`src/rtl/adder_pkg.sv`:
```
`default_nettype none
// ============================================================================
// Module : adder_pkg
// Purpose: Shared definitions for the pipelined add/subtract datapath.
//          Pipeline-depth helper and operating-mode encodings.
// Ports  : none (package)
// Rev    : 1.0  initial release
// ============================================================================
package adder_pkg;

  localparam logic MODE_ADD = 1'b0;
  localparam logic MODE_SUB = 1'b1;

  // One pipeline stage per CHUNK-bit slice of the operands.
  function automatic int unsigned calc_stages(input int unsigned width,
                                              input int unsigned chunk);
    return width / chunk;
  endfunction

endpackage
`default_nettype wire

```
`src/rtl/pipelined_adder_if.sv`:
```
`default_nettype none
// ============================================================================
// Module : pipelined_adder_if
// Purpose: Operand/result handshake bundle for pipelined_adder.
// Ports  : in_valid/in_ready/a/b/cin/sub   - operand side
//          out_valid/out_ready/s/cout/ovf  - result side
//          master : producer/consumer view (testbench or upstream logic)
//          slave  : adder view
// Rev    : 1.0  initial release
// ============================================================================
interface pipelined_adder_if #(
  parameter int unsigned WIDTH = 16
);
  logic             in_valid;
  logic             in_ready;
  logic [WIDTH-1:0] a;
  logic [WIDTH-1:0] b;
  logic             cin;
  logic             sub;
  logic             out_valid;
  logic             out_ready;
  logic [WIDTH-1:0] s;
  logic             cout;
  logic             ovf;

  modport master (
    output in_valid, a, b, cin, sub, out_ready,
    input  in_ready, out_valid, s, cout, ovf
  );

  modport slave (
    input  in_valid, a, b, cin, sub, out_ready,
    output in_ready, out_valid, s, cout, ovf
  );
endinterface
`default_nettype wire

```
`src/rtl/adder_stage.sv`:
```
`default_nettype none
// ============================================================================
// Module : adder_stage
// Purpose: One pipeline stage of the pipelined adder. Adds slice IDX of the
//          operands with a CHUNK-bit ripple of full adders (each built from
//          two half adders and an OR) and registers the partial result.
// Ports  : clk, rst          - clock, synchronous active-high reset
//          load_i            - capture upstream data this cycle
//          adv_i             - this stage's content leaves this cycle
//          a_i/bp_i/sum_i    - operand A, conditioned operand B, partial sum
//          carry_i           - carry into this slice
//          valid_o           - stage holds a live operation
//          a_o/bp_o/sum_o    - registered operands and partial sum
//          carry_o           - registered carry out of this slice
//          cmsb_o            - registered carry into the slice's top bit
// Rev    : 1.0  initial release
// ============================================================================
module adder_stage #(
  parameter int unsigned WIDTH = 16,
  parameter int unsigned CHUNK = 4,
  parameter int unsigned IDX   = 0
) (
  input  logic             clk,
  input  logic             rst,
  input  logic             load_i,
  input  logic             adv_i,
  input  logic [WIDTH-1:0] a_i,
  input  logic [WIDTH-1:0] bp_i,
  input  logic [WIDTH-1:0] sum_i,
  input  logic             carry_i,
  output logic             valid_o,
  output logic [WIDTH-1:0] a_o,
  output logic [WIDTH-1:0] bp_o,
  output logic [WIDTH-1:0] sum_o,
  output logic             carry_o,
  output logic             cmsb_o
);

  localparam int unsigned LSB = IDX * CHUNK;

  logic [CHUNK:0]   w_c;
  logic [CHUNK-1:0] w_ha1_s;
  logic [CHUNK-1:0] w_ha1_c;
  logic [CHUNK-1:0] w_ha2_c;
  logic [WIDTH-1:0] sum_d;

  logic             valid_q;
  logic [WIDTH-1:0] a_q;
  logic [WIDTH-1:0] bp_q;
  logic [WIDTH-1:0] sum_q;
  logic             carry_q;
  logic             cmsb_q;

  always_comb begin
    w_c[0]  = carry_i;
    w_ha1_s = '0;
    w_ha1_c = '0;
    w_ha2_c = '0;
    sum_d   = sum_i;
    for (int i = 0; i < int'(CHUNK); i++) begin
      w_ha1_s[i]     = a_i[LSB+i] ^ bp_i[LSB+i];
      w_ha1_c[i]     = a_i[LSB+i] & bp_i[LSB+i];
      sum_d[LSB+i]   = w_ha1_s[i] ^ w_c[i];
      w_ha2_c[i]     = w_ha1_s[i] & w_c[i];
      w_c[i+1]       = w_ha1_c[i] | w_ha2_c[i];
    end
  end

  // Load has priority over drain: a stage that empties and refills in the
  // same cycle simply stays valid with the new operation.
  always_ff @(posedge clk) begin
    if (rst) begin
      valid_q <= 1'b0;
      a_q     <= '0;
      bp_q    <= '0;
      sum_q   <= '0;
      carry_q <= 1'b0;
      cmsb_q  <= 1'b0;
    end else if (load_i) begin
      valid_q <= 1'b1;
      a_q     <= a_i;
      bp_q    <= bp_i;
      sum_q   <= sum_d;
      carry_q <= w_c[CHUNK];
      cmsb_q  <= w_c[CHUNK-1];
    end else if (adv_i) begin
      valid_q <= 1'b0;
    end
  end

  assign valid_o = valid_q;
  assign a_o     = a_q;
  assign bp_o    = bp_q;
  assign sum_o   = sum_q;
  assign carry_o = carry_q;
  assign cmsb_o  = cmsb_q;

endmodule
`default_nettype wire

```
`src/rtl/pipelined_adder.sv`:
```
`default_nettype none
// ============================================================================
// Module : pipelined_adder
// Purpose: Parametrised pipelined add/subtract unit. WIDTH-bit operands are
//          processed CHUNK bits per stage with the carry registered between
//          stages; valid/ready handshake with backpressure on both sides.
// Ports  : clk, rst - clock, synchronous active-high reset
//          bus      - pipelined_adder_if.slave (operands in, result out)
// Rev    : 1.0  initial release
// ============================================================================
module pipelined_adder
  import adder_pkg::*;
#(
  parameter int unsigned WIDTH = 16,
  parameter int unsigned CHUNK = 4
) (
  input logic               clk,
  input logic               rst,
  pipelined_adder_if.slave  bus
);

  localparam int unsigned STAGES = calc_stages(WIDTH, CHUNK);

  if ((WIDTH % CHUNK) != 0) begin : g_bad_chunk
    $error("pipelined_adder: WIDTH must be a multiple of CHUNK");
  end

  logic [STAGES-1:0]            w_valid;
  logic [STAGES-1:0]            w_adv;
  logic [STAGES-1:0]            w_load;
  logic [STAGES:0][WIDTH-1:0]   w_a;
  logic [STAGES:0][WIDTH-1:0]   w_bp;
  logic [STAGES:0][WIDTH-1:0]   w_sum;
  logic [STAGES:0]              w_carry;
  logic [STAGES-1:0]            w_cmsb;
  logic                         w_in_ready;

  // Subtraction is a + ~b + 1, so the forced carry-in replaces cin.
  assign w_a[0]     = bus.a;
  assign w_bp[0]    = (bus.sub == MODE_SUB) ? ~bus.b : bus.b;
  assign w_sum[0]   = '0;
  assign w_carry[0] = (bus.sub == MODE_SUB) ? 1'b1 : bus.cin;

  // Ready looks only at pipeline state (never at in_valid); rst gates it so
  // nothing is accepted while the pipe is being cleared.
  assign w_in_ready = !rst && (!w_valid[0] || w_adv[0]);
  assign w_load[0]  = bus.in_valid && w_in_ready;

  for (genvar k = 0; k < int'(STAGES); k++) begin : g_stage
    if (k == int'(STAGES) - 1) begin : g_last
      assign w_adv[k] = w_valid[k] && bus.out_ready;
    end else begin : g_mid
      // An empty successor lets this stage move even if the output stalls.
      assign w_adv[k] = w_valid[k] && (!w_valid[k+1] || w_adv[k+1]);
    end

    if (k > 0) begin : g_load
      assign w_load[k] = w_adv[k-1];
    end

    adder_stage #(
      .WIDTH (WIDTH),
      .CHUNK (CHUNK),
      .IDX   (k)
    ) u_stage (
      .clk     (clk),
      .rst     (rst),
      .load_i  (w_load[k]),
      .adv_i   (w_adv[k]),
      .a_i     (w_a[k]),
      .bp_i    (w_bp[k]),
      .sum_i   (w_sum[k]),
      .carry_i (w_carry[k]),
      .valid_o (w_valid[k]),
      .a_o     (w_a[k+1]),
      .bp_o    (w_bp[k+1]),
      .sum_o   (w_sum[k+1]),
      .carry_o (w_carry[k+1]),
      .cmsb_o  (w_cmsb[k])
    );
  end

  assign bus.in_ready  = w_in_ready;
  assign bus.out_valid = w_valid[STAGES-1];
  assign bus.s         = w_sum[STAGES];
  assign bus.cout      = w_carry[STAGES];
  assign bus.ovf       = w_cmsb[STAGES-1] ^ w_carry[STAGES];

endmodule
`default_nettype wire

```
`src/flat_wrapper.sv`:
```
// flat-port wrapper written by rule: the top's interface ports become plain ports
module pipelined_adder_flat import adder_pkg::*;
#(
  parameter int unsigned WIDTH = 16,
  parameter int unsigned CHUNK = 4
)
  (clk, rst, bus_in_valid, bus_a, bus_b, bus_cin, bus_sub, bus_out_ready, bus_in_ready, bus_out_valid, bus_s, bus_cout, bus_ovf);
  pipelined_adder_if #(.WIDTH(WIDTH)) bus_i ();
  input logic clk;
  input logic rst;
  input wire logic [$bits(bus_i.in_valid)-1:0] bus_in_valid;
  input wire logic [$bits(bus_i.a)-1:0] bus_a;
  input wire logic [$bits(bus_i.b)-1:0] bus_b;
  input wire logic [$bits(bus_i.cin)-1:0] bus_cin;
  input wire logic [$bits(bus_i.sub)-1:0] bus_sub;
  input wire logic [$bits(bus_i.out_ready)-1:0] bus_out_ready;
  output wire logic [$bits(bus_i.in_ready)-1:0] bus_in_ready;
  output wire logic [$bits(bus_i.out_valid)-1:0] bus_out_valid;
  output wire logic [$bits(bus_i.s)-1:0] bus_s;
  output wire logic [$bits(bus_i.cout)-1:0] bus_cout;
  output wire logic [$bits(bus_i.ovf)-1:0] bus_ovf;
  assign bus_i.in_valid = bus_in_valid;
  assign bus_i.a = bus_a;
  assign bus_i.b = bus_b;
  assign bus_i.cin = bus_cin;
  assign bus_i.sub = bus_sub;
  assign bus_i.out_ready = bus_out_ready;
  assign bus_in_ready = bus_i.in_ready;
  assign bus_out_valid = bus_i.out_valid;
  assign bus_s = bus_i.s;
  assign bus_cout = bus_i.cout;
  assign bus_ovf = bus_i.ovf;
  pipelined_adder #(.WIDTH(WIDTH), .CHUNK(CHUNK)) u_core (.clk(clk), .rst(rst), .bus(bus_i));
endmodule
```
`config.mk`:
```
export PLATFORM = sky130hd
export DESIGN_NAME = pipelined_adder_flat
export DESIGN_NICKNAME = d
export VERILOG_FILES = /design/src/rtl/adder_pkg.sv /design/src/rtl/pipelined_adder_if.sv /design/src/rtl/adder_stage.sv /design/src/rtl/pipelined_adder.sv /design/src/flat_wrapper.sv
export SDC_FILE = /design/constraint.sdc
export NUM_CORES = 1
export LEC_CHECK = 0
export CORE_MARGIN = 5
export CORE_UTILIZATION = 25
export CTS_CLUSTER_DIAMETER = 30
export DETAILED_ROUTE_END_ITERATION = 16
export SLEW_MARGIN = 25
export SYNTH_ARGS = -nofsm -noshare
export SYNTH_HDL_FRONTEND = slang
export SYNTH_SLANG_ARGS = --single-unit
export TNS_END_PERCENT = 30
```
`constraint.sdc`:
```
create_clock -name clk -period 5.7 [get_ports clk]
set_clock_uncertainty 0.2 [all_clocks]
set_input_delay 0.57 -clock clk [delete_from_list [all_inputs] [get_ports clk]]
set_output_delay 0.57 -clock clk [all_outputs]
set_load 0.05 [all_outputs]
```
==> flow_summary.ini, run 1 <==
[global_routing]
grt_max_degree = 76
grt_pass1_vias = 3243
grt_overflow = 0
antenna_found_initial = 0
grt_usage_pct = 10.2
grt_pass1_wl_um = 16700

[timing]
min_period_ns = 3.68
grt_setup_unrepaired = no
fmax_ghz = 0.272
period_share_pct = 64.6
setup_slack_ns = 2.02
worstMarginPinSlew_ns = 0.915
fin_setup_tns_ns = 0
drv_slew = 0
slew_headroom_pct = 38.8
finalSetupViolCount = 0
hold_viol = 0

[synth]
synth_edf_count = 0
synth-main-ff-cell = dfxtp_1
yosysSeqAreaShare_pct = 44.9
syn_area_um2 = 4320
synth_warnings = 0
synth_async_sr_flop_share_pct = 0
synth-seq-cells = 97
synthCells = 475
syn_area_per_cell_um2 = 9.10
synth_fp_nets = 529
ys_types = 29

[critical_path]
crit_type = primary input to register
r2r_setup_slack_ns = 3.21
regToRegStartpoint = u_core.g_stage[2].u_stage.a_o[12]
cp_slowest_cell = clkdlybuf4s50_1
start_kind = primary input
crit_chain = clkdlybuf4s50_1 -> xnor2_1 -> fa_1 -> fa_1 -> fa_1 -> inv_1 -> fa_1 -> nand2_1 -> mux2i_1
worstPathMaxFanout = 17
cp.required_ns = 5.72
cpPeakStageDelay_ns = 1.07
critPathTopFamily = adder cells
worst_path_most_repeated_cell = fa_1
r2r_end = u_core.g_stage[3].u_stage.sum_o[15]
r2r_cells = 10
critPathArrivalTime_ns = 3.70
critPathBufInv = 2
end_kind = register

[clock_tree]
path_clk_slew_ns = 0.06
insertion_delay_ns = 0.34
cts_buffers = 9
cts_root_buf = clkbuf_16
htree_levels = 3
clock_sinks = 97
cts_resized = 0
cts_buffer_depth = 2
post-cts-setup-buffer-count = 0
cts_tree = yes
cts_hold_buf = 0

[finish]
diodes = 0
layout_commonest_cell = dfxtp_1
fin_cells = 729
fin_nets = 553
fin_util_pct = 31.0
areaGrowthSynthToFinish_pct = 22.5
drive_gt1_share_pct = 5.75
final_cell_mix = dfxtp_1, a21oi_1, clkdlybuf4s50_1

[placement]
hpwl_um = 6990
io_buffer_count = 57
gp_congestion = 0.767
place_ws_ns = 1.61
dp_cells = 713

[floorplanning]
die_w_um = 141
core_um2 = 17100
die-area_um2 = 20000
num_rows = 48
start_util_pct = 25.3
io_pins = 58
die_h_um = 141

[pwr]
leakage_nw = 1.88
p_per_area_nw_per_um2 = 285
total_power_mw = 1.51
vdd_drop_max_mv = 0.159

[min_path]
hold_path_class = register to register
worstHoldPathCells = 2
min_to = u_core.g_stage[0].u_stage.a_o[10]
hp-start = u_core.g_stage[0].u_stage.a_o[10]

[detailed_routing]
dr.pass1.iters = 4
drt_iter0_drc = 224
vias = 3395
drt-wirelength-per-cell_um = 13.5
post_drt_via_cell_ratio = 4.66
ant_nets = 0
route.detailed.drc = 0
routed_wl_um = 9840

[job]
maxCapViolCount = 0

[run_status]
status = finished clean
how the worst max path moves through the flow:
stage / to / startpoint / cells past startpoint / slack (ns)
6_report: u_core.g_stage[0].u_stage.sum_o[3] / bus_sub / 9 / 2.02
5_1_grt: u_core.g_stage[0].u_stage.sum_o[3] / bus_sub / 9 / 1.87
4_1_cts: u_core.g_stage[0].u_stage.sum_o[3] / bus_sub / 9 / 1.97
3_5_place_dp: u_core.g_stage[0].u_stage.sum_o[3] / bus_sub / 9 / 1.61
3_3_place_gp: u_core.g_stage[0].u_stage.sum_o[3] / bus_sub / 9 / 1.71
2_1_floorplan: u_core.g_stage[0].u_stage.sum_o[3] / bus_sub / 10 / 2.51
Yosys cell counts, types with 2 or more instances:
master / count / share of area [%]
a311oi_1: 9 / 1.8
o21ai_0: 54 / 6.3
fa_1: 16 / 7.4
buf_6: 2 / 0.52
a21oi_1: 69 / 8.0
xor2_1: 4 / 0.81
o2111ai_1: 5 / 1.0
o211ai_1: 13 / 2.3
o31ai_2: 5 / 1.4
xnor2_1: 13 / 2.6
o211a_1: 13 / 3.0
buf_2: 10 / 1.2
nand3_1: 55 / 6.4
mux2i_1: 11 / 2.5
inv_1: 30 / 2.6
nor2_1: 2 / 0.17
clkbuf_1: 35 / 3.0
nand2_1: 22 / 1.9
dfxtp_1: 97 / 45
area by class of cell:
type,instances,area [µm²]
clock inverters,5,78.8
well taps,225,282
repair buffers,62,603
fillers,1780,11800
clock buffers,11,243
flip-flops and latches,97,1940
multi-input cells,299,2040
inverters,30,113
report_power, final:
part	switching [mW]	internal, mW	total [mW]
registers	0.0189	0.705	0.724
clock network	0.250	0.396	0.645
logic	0.0755	0.0670	0.142
state kept, by name, summed over array words and instances (netlist names):
name / flops
u_core.g_stage.u_stage.sum_o: 40
u_core.g_stage.u_stage.a_o: 24
u_core.g_stage.u_stage.bp_o: 24
u_core.g_stage.u_stage.carry_o: 4
u_core.g_stage.u_stage.valid_o: 4
u_core.g_stage.u_stage.cmsb_o: 1
tightest hold or removal path: stages (launching register included):
cell	delay, ns
dfxtp_1	0.31
nand2_1	0.05
mux2i_1	0.05
stage by stage:
step / hold slack [ns] / area, µm²
2_1_floorplan: 0.235 / 4320
3_3_place_gp: 0.253 / 4980
3_5_place_dp: 0.257 / 4980
4_1_cts: 0.268 / 5300
5_1_grt: 0.282 / 5300
6_report: 0.266 / 5300
kinds of logic (layout without fill, tap and decap cells):
| group | after synthesis | after routing | synth area share, % |
|---|---|---|---|
| multiplexers | 11 | 11 | 2.55 |
| buffers and inverters | 79 | 108 | 7.96 |
| AND/OR/NAND/NOR | 85 | 85 | 9.55 |
| AO/OA/AOI/OAI | 170 | 170 | 24.2 |
| adder cells (fa/ha/maj) | 16 | 16 | 7.41 |
| flip-flops | 97 | 97 | 44.9 |
| XOR/XNOR | 17 | 17 | 3.44 |
per-layer routing:
| metal | track usage [%] | routed length, µm |
|---|---|---|
| met1 | 14.7 | 4980 |
| met2 | 14.8 | 4230 |
| met3 | 3.00 | 564 |
| met4 | 2.42 | 64 |
| met5 | 0 | 0 |
Power figures use the tool's default switching activity.
==> inputs of run 2 (changes only) <==
clock period = 3.35 ns   (was 5.7 ns; I/O delays follow)
==> run 2 against run 1 <==
Effect of this change:
- combinational power up 77%
- first-iteration DRC count is 7.6% higher
- critical path depth unchanged
- total power grew 66%
- global-route usage is 0.29 points higher
- sequential share of layout area fell by 0.16 points
- flip-flop and latch count unchanged
- hold slack got worse by 0.14 ns
- utilization up 0.13 points
- register-to-register slack worse by 2.3 ns
- via count grew 3.6%
- critical endpoint unchanged
- largest cell class unchanged
- highest routed layer unchanged
==> flow_summary.ini, run 2 (synthesis gave the netlist of run 1 again) <==
[run_status]
status = finished clean

[critical_path]
worst_path_most_repeated_cell = fa_1
start_kind = primary input
critPathArrivalTime_ns = 2.83
cp_num_cells = 9
r2r_cells = 10
critPathBufInv = 2
end_kind = register
cpPeakStageDelay_ns = 0.55
crit_chain = clkdlybuf4s50_1 -> xnor2_1 -> fa_1 -> fa_1 -> fa_1 -> inv_1 -> fa_1 -> nand2_1 -> mux2i_1
cp_slowest_cell = clkdlybuf4s50_1
crit_type = primary input to register
worstPathMaxFanout = 4
critPathTopFamily = adder cells
cp.required_ns = 3.36

[finish]
fin_cells = 734
drive_gt1_share_pct = 6.88
largest_reg_flops = 40
fin_area_um2 = 5320
diodes = 0
final_cell_mix = dfxtp_1, a21oi_1, clkdlybuf4s50_1
fin_nets = 558
areaGrowthSynthToFinish_pct = 23.1
layout_commonest_cell = dfxtp_1

[global_routing]
grt_usage_pct = 10.4
antenna_found_initial = 0
grt_use_met1_pct = 14.8
use_met2_pct = 15.7
grt_pass1_vias = 3428
grt_pass1_wl_um = 17100
grt_max_degree = 66
busiest_layer = met2
grt_overflow = 0
gr-usage-met3_pct = 3.07

[clock_tree]
cts_resized = 0
cts_tree = yes
htree_levels = 3
cts_hold_buf = 0
cts_buffer_depth = 2
insertion_delay_ns = 0.34
post-cts-setup-buffer-count = 0
cts_root_buf = clkbuf_16
clock_sinks = 97
path_clk_slew_ns = 0.07
cts_buffers = 9

[detailed_routing]
dr.pass1.iters = 4
vias = 3518
route.detailed.drc = 0
ant_nets = 0
post_drt_via_cell_ratio = 4.79
drt-wirelength-per-cell_um = 13.6
routed_wl_um = 9950
drt_iter0_drc = 241

[timing]
fin_setup_tns_ns = 0
finalSetupViolCount = 0
worstMarginPinSlew_ns = 0.823
grt_setup_unrepaired = no
fmax_ghz = 0.356
fin_hold_ws_ns = 0.129
slew_headroom_pct = 45.0
drv_slew = 0
period_share_pct = 83.9
min_period_ns = 2.81
hold_viol = 0

[pwr]
p_per_area_nw_per_um2 = 472
leakage_nw = 1.89
vdd_drop_max_mv = 0.256

[floorplanning]
start_util_pct = 25.3
num_rows = 48
die_w_um = 141
io_pins = 58
die_h_um = 141
core_um2 = 17100
die-area_um2 = 20000

[placement]
placed_area_um2 = 5010
hpwl_um = 7100
io_buffer_count = 57
gp_congestion = 0.798
dp_cells = 718

[job]
maxCapViolCount = 0

[min_path]
worstHoldPathCells = 2
hold_path_class = primary input to register
## run 2: worst reg2reg max path: stages (launching register included)
cell     delay, ns
dfxtp_1       0.33
inv_1         0.06
fa_1          0.41
inv_1         0.08
fa_1          0.16
inv_1         0.05
fa_1          0.39
inv_1         0.08
fa_1          0.40
nand3_1       0.09
a21oi_1       0.08
## run 2: metrics by stage
stage	util (%)	setup slack, ns	power [mW]
2_1_floorplan	-	0.390	1.41
3_3_place_gp	29.3	0.224	1.50
3_5_place_dp	29.3	0.156	1.51
4_1_cts	31.1	0.523	2.54
5_1_grt	31.1	0.460	2.62
6_report	31.1	0.538	2.51
## run 2: metal layers
metal  wire, µm  vias up
met5          0        -
met4        100        0
met3        680        9
met2       4320      113
met1       4850     1669
li1           -     1727
## run 2: final timing paths
path | endpoint | from | slack, ns
hold / removal | u_core.g_stage[1].u_stage.bp_o[12] | rst | 0.13
hold reg to reg | u_core.g_stage[0].u_stage.a_o[11] | u_core.g_stage[0].u_stage.a_o[11] | 0.26
setup / recovery | u_core.g_stage[0].u_stage.sum_o[3] | bus_sub | 0.54
setup reg to reg | u_core.g_stage[3].u_stage.sum_o[15] | u_core.g_stage[2].u_stage.a_o[12] | 0.88
## run 2: power breakdown
group	switching, mW	internal (mW)	total [mW]
registers	0.0272	1.20	1.23
logic	0.135	0.117	0.252
clock network	0.434	0.600	1.03
total	0.596	1.92	2.51
## run 2: final cells by class
cell class	count	area (µm²)
Multi-Input combinational cell	299	2040
Timing Repair Buffer	67	641
Inverter	30	113
Tap cell	225	282
Sequential cell	97	1940
Clock inverter	6	67.6
Clock buffer	10	239
Fill cell	1785	11800
